<file path="src/rtl/cle_pkg.sv">
// Shared types and constants for the CLE serial key reader.
package cle_pkg;

  // Byte packing and field widths
  localparam int BYTE_W    = 8;
  localparam int BIT_IDX_W = $clog2(BYTE_W);
  localparam int LEN_W     = 8;
  localparam int SEL_W     = 4;
  localparam int TMR_W     = 8;

  // Address decode levels that select the key GAL
  localparam logic SEL_BA13 = 1'b0;
  localparam logic SEL_BA12 = 1'b1;

  // One gated read cycle per bit, plus a byte hand-off phase
  typedef enum logic [2:0] {
    ST_IDLE,
    ST_SETUP,
    ST_HIGH,
    ST_SAMPLE,
    ST_EMIT
  } state_e;

  // A phase lasting N cycles loads the down-counter with N-1 so that the
  // counter reaches zero on the phase's last cycle.
  function automatic logic [TMR_W-1:0] phase_load(input int cycles);
    return TMR_W'(cycles - 1);
  endfunction

endpackage

</file>
<file path="src/rtl/cle_bit_timer.sv">
// Loadable down-counter that measures the length of each bit phase.
module cle_bit_timer
  import cle_pkg::*;
#(
  parameter int W = TMR_W
) (
  input  logic         i_clk,
  input  logic         i_rst,
  input  logic         i_load,
  input  logic [W-1:0] i_load_val,
  output logic         o_done
);

  logic [W-1:0] r_cnt;

  // Load on phase entry, then count down and park at zero
  always_ff @(posedge i_clk) begin
    if (i_rst)
      r_cnt <= '0;
    else if (i_load)
      r_cnt <= i_load_val;
    else if (r_cnt != '0)
      r_cnt <= r_cnt - 1'b1;
  end

  assign o_done = (r_cnt == '0);

endmodule

</file>
<file path="src/rtl/cle_key_reader.sv">
// Host-side initiator for the CLE serial key: clocks the key once per bit,
// samples SDRD and hands the bits to the CPU side packed LSB-first in bytes.
module cle_key_reader
  import cle_pkg::*;
#(
  parameter int T_SETUP  = 2,
  parameter int T_HIGH   = 2,
  parameter int T_SAMPLE = 1
) (
  input  logic              i_clk,
  input  logic              i_rst,
  input  logic              i_cmd_valid,
  output logic              o_cmd_ready,
  input  logic [SEL_W-1:0]  i_cmd_sel,
  input  logic [LEN_W-1:0]  i_cmd_len,
  output logic [BYTE_W-1:0] o_data,
  output logic              o_data_valid,
  input  logic              i_data_ready,
  output logic              o_data_last,
  output logic              o_busy,
  output logic              o_SSER,
  output logic              o_BA13,
  output logic              o_BA12,
  output logic [SEL_W-1:0]  o_BA_SEL,
  output logic              o_BR_W,
  output logic              o_key_clk,
  input  logic              i_SDRD
);

  state_e             r_state;
  state_e             w_next;

  logic [SEL_W-1:0]   r_sel;
  logic [LEN_W-1:0]   r_len;
  logic [LEN_W-1:0]   r_bitcnt;
  logic [BYTE_W-1:0]  r_shift;

  logic [LEN_W-1:0]   w_bitcnt_nxt;
  logic               w_last;
  logic               w_selected;
  logic               w_accept;
  logic               w_sample;
  logic               w_take;
  logic               w_tmr_load;
  logic [TMR_W-1:0]   w_tmr_val;
  logic               w_tmr_done;

  cle_bit_timer #(.W(TMR_W)) u_timer (
    .i_clk      (i_clk),
    .i_rst      (i_rst),
    .i_load     (w_tmr_load),
    .i_load_val (w_tmr_val),
    .o_done     (w_tmr_done)
  );

  assign w_bitcnt_nxt = r_bitcnt + 1'b1;
  assign w_last       = (r_bitcnt == r_len);

  // State register
  always_ff @(posedge i_clk) begin
    if (i_rst)
      r_state <= ST_IDLE;
    else
      r_state <= w_next;
  end

  // Next-state, phase timer loads and datapath strobes
  always_comb begin
    w_next     = r_state;
    w_tmr_load = 1'b0;
    w_tmr_val  = '0;
    w_accept   = 1'b0;
    w_sample   = 1'b0;
    w_take     = 1'b0;
    case (r_state)
      ST_IDLE: begin
        if (i_cmd_valid) begin
          w_accept = 1'b1;
          // A zero-length command is consumed without touching the key
          if (i_cmd_len != '0) begin
            w_next     = ST_SETUP;
            w_tmr_load = 1'b1;
            w_tmr_val  = phase_load(T_SETUP);
          end
        end
      end
      ST_SETUP: begin
        if (w_tmr_done) begin
          w_next     = ST_HIGH;
          w_tmr_load = 1'b1;
          w_tmr_val  = phase_load(T_HIGH);
        end
      end
      ST_HIGH: begin
        if (w_tmr_done) begin
          w_next     = ST_SAMPLE;
          w_tmr_load = 1'b1;
          w_tmr_val  = phase_load(T_SAMPLE);
        end
      end
      ST_SAMPLE: begin
        if (w_tmr_done) begin
          w_sample = 1'b1;
          // Hand off on a full byte or on the final bit of the command
          if ((w_bitcnt_nxt[BIT_IDX_W-1:0] == '0) || (w_bitcnt_nxt == r_len)) begin
            w_next = ST_EMIT;
          end else begin
            w_next     = ST_SETUP;
            w_tmr_load = 1'b1;
            w_tmr_val  = phase_load(T_SETUP);
          end
        end
      end
      ST_EMIT: begin
        if (i_data_ready) begin
          w_take = 1'b1;
          if (w_last) begin
            w_next = ST_IDLE;
          end else begin
            w_next     = ST_SETUP;
            w_tmr_load = 1'b1;
            w_tmr_val  = phase_load(T_SETUP);
          end
        end
      end
      default: w_next = ST_IDLE;
    endcase
  end

  // Command latch, bit counter and byte assembly
  always_ff @(posedge i_clk) begin
    if (i_rst) begin
      r_sel    <= '0;
      r_len    <= '0;
      r_bitcnt <= '0;
      r_shift  <= '0;
    end else begin
      if (w_accept) begin
        r_sel    <= i_cmd_sel;
        r_len    <= i_cmd_len;
        r_bitcnt <= '0;
        r_shift  <= '0;
      end
      if (w_sample) begin
        r_shift[r_bitcnt[BIT_IDX_W-1:0]] <= i_SDRD;
        r_bitcnt                         <= w_bitcnt_nxt;
      end
      if (w_take)
        r_shift <= '0;
    end
  end

  // The key stays selected from accept to final hand-off so it sees one
  // continuous read cycle; all bus lines decode straight from the state.
  assign w_selected   = (r_state != ST_IDLE);

  assign o_cmd_ready  = (r_state == ST_IDLE);
  assign o_busy       = w_selected;
  assign o_SSER       = ~w_selected;
  assign o_BA13       = w_selected ? SEL_BA13 : 1'b1;
  assign o_BA12       = w_selected ? SEL_BA12 : 1'b0;
  assign o_BA_SEL     = w_selected ? r_sel : '0;
  assign o_BR_W       = w_selected;
  assign o_key_clk    = (r_state == ST_HIGH);

  assign o_data_valid = (r_state == ST_EMIT);
  assign o_data       = o_data_valid ? r_shift : '0;
  assign o_data_last  = o_data_valid & w_last;

endmodule

</file>
<file path="config.mk">
export PLATFORM = sky130hd
export DESIGN_NAME = cle_key_reader
export DESIGN_NICKNAME = d
export VERILOG_FILES = /design/src/rtl/cle_pkg.sv /design/src/rtl/cle_bit_timer.sv /design/src/rtl/cle_key_reader.sv
export SDC_FILE = /design/constraint.sdc
export NUM_CORES = 1
export LEC_CHECK = 0
export ABC_AREA = 1
export ABC_CLOCK_PERIOD_IN_PS = 2250
export BUFFER_PORTS_ARGS = -buffer_cell sky130_fd_sc_hd__buf_2
export CAP_MARGIN = 10
export CORE_UTILIZATION = 48
export CTS_BUF_LIST = sky130_fd_sc_hd__clkbuf_8
export CTS_CLUSTER_DIAMETER = 150
export CTS_CLUSTER_SIZE = 28
export DETAILED_ROUTE_END_ITERATION = 8
export GPL_ROUTABILITY_DRIVEN = 0
export PLACE_DENSITY = 0.7
export SLEW_MARGIN = 25
export SYNTH_ARGS = -nofsm -noshare
export SYNTH_HDL_FRONTEND = slang
export SYNTH_SLANG_ARGS = --single-unit
</file>
<file path="constraint.sdc">
create_clock -name i_clk -period 2.25 [get_ports i_clk]
set_clock_uncertainty 0.2 [all_clocks]
set_input_delay 0.45 -clock i_clk [delete_from_list [all_inputs] [get_ports i_clk]]
set_output_delay 0.45 -clock i_clk [all_outputs]
set_load 0.03 [all_outputs]
</file>
==> out/qor.txt <==
CTS root buf - clkbuf_8
Status - finished clean
Die H - 70.82 um
CP delay by family, top - simple AND/OR/NAND/NOR gates
Setup WS pre-CTS - 0.1171 ns
WL final - 5173 um
Number of iterations in the first detailed-routing pass - 6
Clock buffer depth - 2
Slew Limit Fails - 0
Vias after detailed routing - 2215
Initial Util - 0.5115
Die width - 70.82 um
CORE AREA - 0.004444 mm2
Post-synthesis sequential area ratio - 0.3434
Nets@finish - 398
Initial DRC count - 121
Yosys Warn Count - 0
Buf/Inv on CP - 2
Layout cells sized above 1 - 0.2354
Worst slew pin tran - 0.6355 ns
Max-slew headroom - 0.5759
WS Path Type - flop to output port
Leak - 1.171 nW
RSZ-0062 raised after global routing - yes
First-pass GRT wire length - 8866 um
IO Count - 38
N_diodes - 0
Number of buffers created by CTS - 5
DIE AREA - 0.005015 mm2
Vias in the first global route - 1968
Mapped Avg Cell Area - 6.766 um2
Cell repeated most along the worst path - nand2_2
Post-Synthesis Cells - 336
Hold Path Class - input port to flop
Area Growth Syn to Fin - 17.94%
Fill cells - 426
WP data arrival - 1.49 ns
All-Layer GR Usage - 0.2217
Required time of the critical path - 1.60 ns
Port Buffer Count - 37
Final Util - 0.6033
Critical Path Start Type - flop
Setup violators final - 0
Detailed placement HPWL - 3844 um
Worst VDD drop - 0.0009965 V
Total gr overflow - 0
Clock latency at the later pin of the worst-skew pair - 0.29 ns
Total Power - 2.978 mW
Distinct cells, synth - 31
H-tree levels - 2
Cts hold-fix bufs - 0
#FFs+latches synth - 39
Final Hold Fails - 0
F_max - 468.0 MHz
Final antenna-violating net count - 0
Critical-path top delay cell - dfxtp_4
Syn nets - 357
Drt wl/cell - 12.03 um
MaxCap Viol Count - 0
Clock-pin slew on the worst setup and hold paths - 0.07 ns
Fin crit share - 0.9497
Initial antenna violation count - 0
PwrDens - 1111 mW/mm2
Final WS setup - 0.1132 ns
Largest net degree at the start of global routing - 26
CP peak stage delay - 0.37 ns
# rows - 24
Cells along the critical path - inv_4 -> nand2_2 -> nand2_2 -> nand3_2 -> nor2_2 -> nand4_1 -> nor2_1 -> buf_4
Min Clock Period, post-route - 2.137 ns
Synth Cell Area - 0.002273 mm2
CTS tree - done
Clock net sink count - 39
Fin Hold WS - 0.1994 ns
Drt via density - 5.151
Worst-path maximum fanout - 5
DRC - 0
Critical path endpoint category - output port
[path summary, 6_finish.rpt]
path	startpoint	endpoint	slack, ns	cells past startpoint
setup / recovery	r_bitcnt[0]	o_data_last	0.11	8
hold / removal	i_cmd_len[6]	r_len[6]	0.20	3
setup reg to reg	u_timer.r_cnt[0]	r_shift[0]	0.24	7
hold reg to reg	r_sel[0]	r_sel[0]	0.26	2
[layer usage]
metal / wire [um] / track usage
met3: 255 / 0.04843
met2: 2313 / 0.3654
met5: 0 / 0
met1: 2497 / 0.2886
met4: 108 / 0.07333
[synthesized netlist by cell type (all sizes together)]
cell,number,share of area
nand3,24,0.057
xor2,7,0.027
dfxtp,39,0.34
a211oi,2,0.0066
nor3b,7,0.023
o21ai,18,0.041
nand3b,1,0.0088
o22ai,7,0.019
inv,45,0.074
or2,1,0.0028
nor4,2,0.0055
buf,9,0.025
nor3,18,0.055
nand2,71,0.12
clkbuf,5,0.0083
xnor2,4,0.015
a21oi,23,0.051
nor2,44,0.077
nand4,5,0.017
ha,4,0.022
[stage by stage]
stage	cell area, um2	setup TNS [ns]	std cells
6_report	2681	0	430
5_1_grt	2681	-0.02474	430
4_1_cts	2591	0	424
3_5_place_dp	2487	0	416
3_3_place_gp	2487	0	416
2_1_floorplan	2276	0	336
[cell usage in the layout, fill, tap and decap left out]
cell and n:
o21ai_0 16, nor2_4 2, dfxtp_2 2, buf_4 12
nand3_1 21, dfxtp_4 5, inv_4 1, nand3_2 3
nor3_2 7, inv_1 43, inv_2 2, xor2_1 7
nand2_2 5, nor3b_1 7, o21ai_1 1, nor2_1 38
nand3b_4 1, buf_2 36, nand4_2 1, nand2_1 66
clkbuf_8 7, dfxtp_1 32, xnor2_1 4, o21ai_2 1
nor4_1 2, or2_1 1, o22ai_1 7, a211oi_1 2
nand4_1 4, nor2_2 4, nor3_1 11, a21oi_1 23
ha_1 4
[kinds of logic after synthesis]
family | Yosys count | share of synthesized area
fa+ha+maj | 4 | 0.02202
flops | 39 | 0.3434
simple gates | 173 | 0.3665
compound gates | 50 | 0.1178
xor+xnor | 11 | 0.04238
buf+inv | 59 | 0.1079
[state kept, by name, summed over array words and instances (netlist names)]
name,flops
r_state,3
r_shift,8
r_len,8
r_sel,4
u_timer.r_cnt,8
r_bitcnt,8
[repair_timing]
action,4_1_cts,5_1_grt
pin swaps,0,4
hold endpoints to repair,0,0
buffers inserted,0,6
cloned,0,0
endpoints found under the setup margin,1,18
gates resized for setup,3,20
[report_power, final]
group          total (mW)  switching, mW  internal [mW]
clock network       0.511          0.235          0.275
registers           0.931          0.104          0.828
logic                1.54           1.00          0.536
[area by class of cell]
cell class	count	area, um2	area share
Clock inverter	1	3.754	0.001400
Tap cell	52	65.06	0.02427
Multi-Input combinational cell	238	1272	0.4746
Timing Repair Buffer	48	270.3	0.1008
Inverter	45	171.4	0.06393
Clock buffer	7	96.34	0.03593
Sequential cell	39	802.0	0.2991
[tightest hold or removal path, cell delays in order]
cell and delay, ns:
buf_2 0.09, nor2_1 0.04, nor2_1 0.08
(Power assumes the default switching activity.)
